$ cat config.mk
export PLATFORM = sky130hd
export DESIGN_NAME = pc_sequencer
export DESIGN_NICKNAME = d
export VERILOG_FILES = /design/src/rtl/pc_pkg.sv /design/src/rtl/pc_target_calc.sv /design/src/rtl/pc_sequencer.sv
export SDC_FILE = /design/constraint.sdc
export NUM_CORES = 1
export LEC_CHECK = 0
export ABC_AREA = 1
export BUFFER_PORTS_ARGS = -buffer_cell sky130_fd_sc_hd__buf_2
export CELL_PAD_IN_SITES_DETAIL_PLACEMENT = 0
export CELL_PAD_IN_SITES_GLOBAL_PLACEMENT = 1
export CORE_MARGIN = 2
export CORE_UTILIZATION = 35
export DETAILED_ROUTE_END_ITERATION = 10
export GPL_TIMING_DRIVEN = 0
export HOLD_SLACK_MARGIN = 0.15
export PLACE_DENSITY = 0.87
export RECOVER_POWER = 25
export SYNTH_ARGS = -nofsm -noshare
export SYNTH_HDL_FRONTEND = slang
export SYNTH_HIERARCHICAL = 1
export SYNTH_SLANG_ARGS = --single-unit
$ cat constraint.sdc
create_clock -name clk -period 2.2 [get_ports clk]
set_clock_uncertainty 0.2 [all_clocks]
set_input_delay 0.55 -clock clk [delete_from_list [all_inputs] [get_ports clk]]
set_output_delay 0.55 -clock clk [all_outputs]
set_load 0.03 [all_outputs]
$ cat src/rtl/pc_pkg.sv
// Shared types and constants for the program-counter sequencer.
// Build option PC_COMPRESSED_EN relaxes target alignment to 2 bytes.
package pc_pkg;

  typedef enum logic [2:0] {
    MODE_SEQ    = 3'd0,
    MODE_BRANCH = 3'd1,
    MODE_JAL    = 3'd2,
    MODE_JALR   = 3'd3,
    MODE_ABS    = 3'd4
  } pc_mode_e;

  typedef enum logic [1:0] {
    BOOT = 2'd0,
    RUN  = 2'd1,
    HALT = 2'd2
  } pc_state_e;

`ifdef PC_COMPRESSED_EN
  localparam logic [1:0] ALIGN_MASK = 2'b01;
`else
  localparam logic [1:0] ALIGN_MASK = 2'b11;
`endif

endpackage

$ cat src/rtl/pc_target_calc.sv
// Combinational redirect target and misalignment detection.
// Alignment rule follows ALIGN_MASK (PC_COMPRESSED_EN selects 2-byte alignment).
module pc_target_calc
  import pc_pkg::*;
#(
  parameter int XLEN      = 32,
  parameter int IMM_SHIFT = 1
) (
  input  logic [XLEN-1:0] pc,
  input  logic [2:0]      mode,
  input  logic            taken,
  input  logic [XLEN-1:0] imm,
  input  logic [XLEN-1:0] rs1,
  output logic [XLEN-1:0] target,
  output logic            take,
  output logic            misaligned
);

  logic signed [XLEN-1:0] imm_s;
  logic        [XLEN-1:0] imm_sh;
  logic        [XLEN-1:0] jalr_sum;

  assign imm_s    = imm;
  assign imm_sh   = imm_s <<< IMM_SHIFT;
  assign jalr_sum = rs1 + imm;

  // A not-taken branch falls back to the sequential path, so it does not redirect.
  always_comb begin
    target = '0;
    take   = 1'b0;
    case (pc_mode_e'(mode))
      MODE_BRANCH: begin
        take   = taken;
        target = pc + imm_sh;
      end
      MODE_JAL: begin
        take   = 1'b1;
        target = pc + imm_sh;
      end
      MODE_JALR: begin
        take   = 1'b1;
        target = {jalr_sum[XLEN-1:1], 1'b0};
      end
      MODE_ABS: begin
        take   = 1'b1;
        target = imm_sh;
      end
      default: ;
    endcase
  end

  assign misaligned = |(target[1:0] & ALIGN_MASK);

endmodule

$ cat src/rtl/pc_sequencer.sv
// Program counter sequencer: fetch handshake, redirects, halt/resume, misaligned-target trap.
// Build option PC_COMPRESSED_EN adds seq_step2 (2-byte sequential step).
module pc_sequencer
  import pc_pkg::*;
#(
  parameter int              XLEN         = 32,
  parameter logic [XLEN-1:0] RESET_VECTOR = '0,
  parameter logic [XLEN-1:0] TRAP_VECTOR  = XLEN'(32'h0000_0100),
  parameter int              IMM_SHIFT    = 1
) (
  input  logic            clk,
  input  logic            reset_n,
  input  logic            enable,
  input  logic            redirect_valid,
  input  logic [2:0]      redirect_mode,
  input  logic            branch_taken,
  input  logic [XLEN-1:0] redirect_imm,
  input  logic [XLEN-1:0] redirect_rs1,
  input  logic            halt_req,
  input  logic            resume,
  input  logic            fetch_ready,
`ifdef PC_COMPRESSED_EN
  input  logic            seq_step2,
`endif
  output logic [XLEN-1:0] pc_out,
  output logic            fetch_valid,
  output logic [XLEN-1:0] link_addr,
  output logic            trap_valid,
  output logic [XLEN-1:0] trap_tval,
  output logic            halted
);

  pc_state_e       state_q, state_d;
  logic [XLEN-1:0] pc_q, pc_d;
  logic [XLEN-1:0] tval_q, tval_d;
  logic            trap_q, trap_d;
  logic [XLEN-1:0] step;
  logic [XLEN-1:0] target;
  logic            take;
  logic            misaligned;
  logic            handshake;

`ifdef PC_COMPRESSED_EN
  assign step = seq_step2 ? XLEN'(2) : XLEN'(4);
`else
  assign step = XLEN'(4);
`endif

  pc_target_calc #(
    .XLEN      (XLEN),
    .IMM_SHIFT (IMM_SHIFT)
  ) u_target (
    .pc         (pc_q),
    .mode       (redirect_mode),
    .taken      (branch_taken),
    .imm        (redirect_imm),
    .rs1        (redirect_rs1),
    .target     (target),
    .take       (take),
    .misaligned (misaligned)
  );

  assign fetch_valid = (state_q == RUN);
  assign halted      = (state_q == HALT);
  assign handshake   = fetch_valid && fetch_ready;

  // A redirect overrides the pending fetch whether or not it was accepted.
  always_comb begin
    state_d = state_q;
    pc_d    = pc_q;
    tval_d  = tval_q;
    trap_d  = 1'b0;
    if (enable) begin
      case (state_q)
        BOOT: state_d = halt_req ? HALT : RUN;
        RUN: begin
          if (redirect_valid && take) begin
            if (misaligned) begin
              pc_d   = TRAP_VECTOR;
              trap_d = 1'b1;
              tval_d = target;
            end else begin
              pc_d = target;
            end
          end else if (handshake) begin
            pc_d = pc_q + step;
          end
          if (halt_req) state_d = HALT;
        end
        HALT: if (resume && !halt_req) state_d = RUN;
        default: state_d = BOOT;
      endcase
    end
  end

  always_ff @(posedge clk or negedge reset_n) begin
    if (!reset_n) begin
      state_q <= BOOT;
      pc_q    <= RESET_VECTOR;
      tval_q  <= '0;
      trap_q  <= 1'b0;
    end else begin
      state_q <= state_d;
      pc_q    <= pc_d;
      tval_q  <= tval_d;
      trap_q  <= trap_d;
    end
  end

  assign pc_out     = pc_q;
  assign link_addr  = pc_q + step;
  assign trap_valid = trap_q;
  assign trap_tval  = tval_q;

endmodule

==> Yosys cells after proc, flatten, opt, wreduce, memory -nomap -nowiden <==
Index checks and enable logic that the tools add are counted.
{ "op_classes": {"n_addsub": 3, "n_eq_ne": 8, "mux": 13, "n_reduce_logical": 12} }
{ "op_table": {"columns": ["operator", "n"], "rows": [
  ["$mux 32", 3],
  ["$pmux 32 s3", 1],
  ["$add 32x32->32", 2],
  ["$add 32x3->32 const B", 1],
  ["$eq 3x2->1 const B", 2],
  ["$mux 2", 3],
  ["$pmux 2 s3", 1],
  ["$reduce_and 3->1", 2],
  ["$mux 1", 4],
  ["$reduce_and 4->1", 1],
  ["$reduce_or 2->1", 2],
  ["$eq 3x1->1 const B", 1],
  ["$eq 3x3->1 const B", 1],
  ["$logic_and 1x1->1", 3],
  ["$reduce_or 3->1", 1],
  ["$eq 2x1->1 const B", 1],
  ["$eq 2x2->1 const B", 1],
  ["$logic_not 2->1", 1],
  ["$ne 2x1->1 const B", 1],
  ["$ne 2x2->1 const B", 1],
  ["$pmux 1 s2", 1],
  ["$reduce_bool 2->1", 1],
  ["$logic_not 1->1", 1]
]} }
{ "totals": {"reg_bits": 67, "in_bits": 75, "out_inout_bits": 99, "elab_cells": 40} }

==> Logic depth before layout (Yosys ltp) <==
{ "logic_depth": {"word_depth": 8, "mapped_depth": 16, "ltp_nobuf": 16} }

==> Hierarchy <==
The synthesis kept the hierarchy.
{ "modules_own_cells": {"columns": ["mod", "instances", "cells_each", "area_each_um2"], "rows": [
  ["pc_target_calc", 1, 1094, 5192.5],
  ["pc_sequencer", 1, 438, 3704.8]
]} }

==> Least setup slack after synthesis <==
No wires, ideal clock.
{ "synth_path": {"kind": "input to register", "from": "in redirect_imm[1]", "to": "reg tval_q[10], in the netlist trap_tval[10]", "t_arrival_ps": 2433, "setup_slack_ps": -558, "stages": 8, "n_path_buf": 1, "path_cell_list": "inv_1 -> fa_1 -> o311ai_1 -> or2_1 -> inv_1 -> nor3_4 -> buf_6 -> mux2_2"} }
{ "synth_via": {"elab_chain_len": 4, "elab_cells_between_ends": 5, "cone_classes": "add/sub: 2; mux: 1; reduce/logical: 2"} }
{ "synth_lines": {"columns": ["element", "line_no", "text"], "rows": [
  ["from (decl)", "pc_sequencer.sv:17", "input logic [XLEN-1:0] redirect_imm,"],
  ["$add 32x32->32", "pc_target_calc.sv:25", "assign jalr_sum = rs1 + imm;"],
  ["$pmux 32 s3", "pc_target_calc.sv:31", "case (pc_mode_e'(mode))"],
  ["net target[1]", "pc_sequencer.sv:38", "logic [XLEN-1:0] target;"],
  ["$reduce_or 2->1", "pc_target_calc.sv:52", "assign misaligned = |(target[1:0] & ALIGN_MASK);"],
  ["net misaligned", "pc_sequencer.sv:40", "logic misaligned;"],
  ["$reduce_and 4->1 (no line)", null, null],
  ["to (signal assigned)", "pc_sequencer.sv:105", "tval_q <= tval_d;"],
  ["to (decl)", "pc_sequencer.sv:35", "logic [XLEN-1:0] tval_q, tval_d;"]
]} }
The timed path passes the listed nets, and every way through them passes these cells.
A chain may end at the register's enable or synchronous reset.

==> Worst setup path in the final report <==
{ "layout_path": {"from": "reg pc_q[2], in the netlist pc_out[2]", "to": "out link_addr[19]"} }
{ "layout_via": {"elab_chain_len": 1} }
{ "layout_lines": {"columns": ["element", "line_no", "text"], "rows": [
  ["from (decl)", "pc_sequencer.sv:34", "logic [XLEN-1:0] pc_q, pc_d;"],
  ["from (signal assigned)", "pc_sequencer.sv:104", "pc_q <= pc_d;"],
  ["$add 32x3->32", "pc_sequencer.sv:111", "assign link_addr = pc_q + step;"],
  ["to (decl)", "pc_sequencer.sv:27", "output logic [XLEN-1:0] link_addr,"]
]} }
Every way passes these cells.

==> flow_summary.json <==
{
  "outcome": "complete, but fails checks",
  "violations": "capacitance limit, slew limit, setup timing",
  "wl_per_cell_um": 18.90,
  "ios": 174,
  "synth_most_common_cell": "nand2_1",
  "hpwl_mm": 29.88,
  "critical_path_class": "reg2out",
  "die_x_um": 163.4,
  "detail_route.first_pass.iterations": 6,
  "synth_edf_count": 0,
  "ant_nets": 0,
  "end_kind": "output port",
  "vias": 11400,
  "postLayoutSetupSlackWorst_ns": -0.4759,
  "ctsHtreeMaxLevel": 3,
  "cpPeakStageDelay_ns": 0.43,
  "tritoncts": "done",
  "synth_cell_types": 46,
  "grt_pass1_vias": 10430,
  "max_freq_ghz": 0.3737,
  "path_buf_inv": 3,
  "hold_viol_final": 0,
  "cts_sinks": 67,
  "antennaDiodeCount": 0,
  "hp-class": "reg2reg",
  "finalSetupViolations": 89,
  "start_util_pct": 35.54,
  "antenna_found_initial": 0,
  "drc": 0,
  "grt_first_pass_wirelength_mm": 57.45,
  "relSlewSlack_pct": -7.061,
  "drv_slew": 68,
  "cpLargestDelayFamily": "simple AND/OR/NAND/NOR gates",
  "cts_buffer_depth": 2,
  "synth_common_cells": "nand2_1 (561), inv_1 (248), nor2_1 (138)",
  "syn-num-nets": 1670,
  "synth_cells": 1532,
  "detail_route.iter0.violations": 842,
  "critical_path_arrival_ns": 1.93,
  "clk_latency_ns": 0.34,
  "synth.area.top_cells": "nand2_1 (24%), dfrtp_1 (19%), inv_1 (10%), ha_1 (8.6%), nand3_1 (6.8%)",
  "tightest_slew_ns": 1.606,
  "die_area_um2": 26710,
  "path_cells": "clkinvlp_4, nor2_4, nand2_4, nor2_4, buf_12, nand3b_1, nand2_4, buf_6",
  "cts_buffers": 9,
  "drv_cap": 1,
  "wirelength_mm": 40.98,
  "leakagePower_nw": 7.489,
  "ctsRootBufferMaster": "clkbuf_16",
  "syn_to_final_growth_pct": 64.17,
  "required_ns": 1.45,
  "crit_fanout": 4,
  "coreArea_um2": 25040,
  "yosys_warnings": 6,
  "whs_ns": 0.3095,
  "rsz0062_at_grt": "yes",
  "track_usage_pct": 28.39,
  "clk_pin_slew_ns": 0.06,
  "num_rows": 58,
  "critPathSlowestCell": "dfrtp_2",
  "fp.dieH_um": 163.4,
  "drive_above_1_share_pct": 43.80,
  "seq_area_frac_synth_pct": 18.84,
  "drt-vias-per-instance": 5.259,
  "globalplace.congestion": 0.9308,
  "power_density_nw_per_um2": 1175,
  "grt_max_degree": 68,
  "grt-ovfl-total": 0,
  "irDropWorstVdd_v": 0.0007433,
  "start_kind": "register",
  "portBuffers": 173,
  "hold_buffers": 0,
  "yosys.area.top_type": "nand2_1",
  "synthArstFlopShare_pct": 100.0,
  "post-route-period-util_pct": 121.6,
  "syn_area_per_cell_um2": 5.808,
  "period_needed_ns": 2.676,
  "yosysTopAreaCellShare_pct": 23.67,
  "dp_slack_ns": -1.126,
  "fillCellCount": 2221,
  "syn_area_um2": 8897,
  "synthFlopType": "dfrtp_1",
  "final_nets": 1972,
  "synth_seq_cells": 67
}
[cell usage in the layout, fill, tap and decap left out, drive strengths merged, types with 13 or more instances in the layout]
cell type | Yosys | layout
nand2 | 591 | 591
nor2 | 159 | 159
nand3b | 13 | 13
o21ai | 27 | 27
inv | 253 | 252
clkbuf | 9 | 25
xor2 | 14 | 14
ha | 61 | 61
dfrtp | 67 | 67
nand3 | 123 | 123
mux2 | 32 | 32
a21oi | 103 | 103
buf | 16 | 304
[worst paths after layout]
kind | startpoint | endpoint | slack, ns | depth (start not counted)
min in group asynchronous | reset_n | trap_tval[0] | 0.43 | 1
worst max register to register | pc_out[2] | pc_out[22] | -0.48 | 16
worst min register to register | trap_tval[25] | trap_tval[25] | 0.31 | 1
worst max-delay path | pc_out[2] | link_addr[19] | -0.48 | 8
max in group asynchronous | reset_n | pc_out[24] | 0.28 | 1
worst min-delay path | trap_tval[25] | trap_tval[25] | 0.31 | 1
[where the power goes]
group | switching (mW) | internal (mW)
clock | 0.569 | 0.933
sequential | 0.720 | 1.74
combinational | 8.04 | 5.16
[worst reg2reg max path: stages (launching register included)]
cell	delay (ns)
dfrtp_2	0.45
buf_4	0.16
buf_4	0.14
ha_1	0.27
nand2_1	0.06
nand2_2	0.09
nand3b_1	0.10
nand2_2	0.14
nand2_2	0.09
nand2_4	0.13
nand2_2	0.07
nand2_1	0.06
nand2_1	0.06
nand3_2	0.09
nand3_2	0.12
a21oi_2	0.24
a21oi_2	0.08
[cells by family (layout without fill, tap and decap cells)]
| group | Yosys count | in the layout | share of synthesized area [%] |
|---|---|---|---|
| simple gates | 925 | 925 | 44.71 |
| buf+inv | 278 | 584 | 12.23 |
| compound gates | 148 | 148 | 8.930 |
| flops | 67 | 67 | 18.84 |
| fa+ha+maj | 63 | 63 | 9.028 |
| mux | 32 | 32 | 4.050 |
| xor+xnor | 19 | 19 | 2.208 |
[per-layer routing]
layer / vias to the layer above / track usage (%) / routed length [µm]
met4: 0 / 11.10 / 1849
met2: 517 / 48.10 / 19570
met1: 5388 / 37.32 / 16680
li1: 5398 / - / -
met5: - / 0 / 0
met3: 99 / 2.514 / 2883
[flip-flops by register name, summed over array words and instances (netlist names)]
register    cells
state_q         2
trap_tval      32
pc_out         32
trap_valid      1
[through the flow]
stage	util, %	setup TNS (ns)	cell area (µm²)	power [mW]	std cells
floorplan	-	-20.65	9366	8.668	1532
global placement	42.52	-67.17	10650	11.17	2035
detailed placement	42.53	-66.77	10650	11.25	2035
CTS	53.17	-26.29	13310	15.13	2140
global route	58.34	-35.04	14610	18.00	2168
finish	58.34	-29.88	14610	17.16	2168
[final cells by class]
class	count	area, µm²	share of cell area [%]
clock buffers	13	260.3	1.782
inverters	253	970.9	6.647
multi-input cells	1187	8786	60.15
clock inverters	2	35.03	0.2398
repair buffers	292	2227	15.25
plain buffers	24	202.7	1.388
well taps	330	412.9	2.827
flip-flops and latches	67	1712	11.72
[what timing repair did]
| action | in CTS | in global routing |
|---|---|---|
| gates cloned | 5 | 1 |
| gates resized for setup | 348 | 252 |
| endpoints found under the setup margin | 93 | 92 |
| setup buffers | 85 | 30 |
| pin swaps | 97 | 115 |
(Power assumes the default switching activity.)
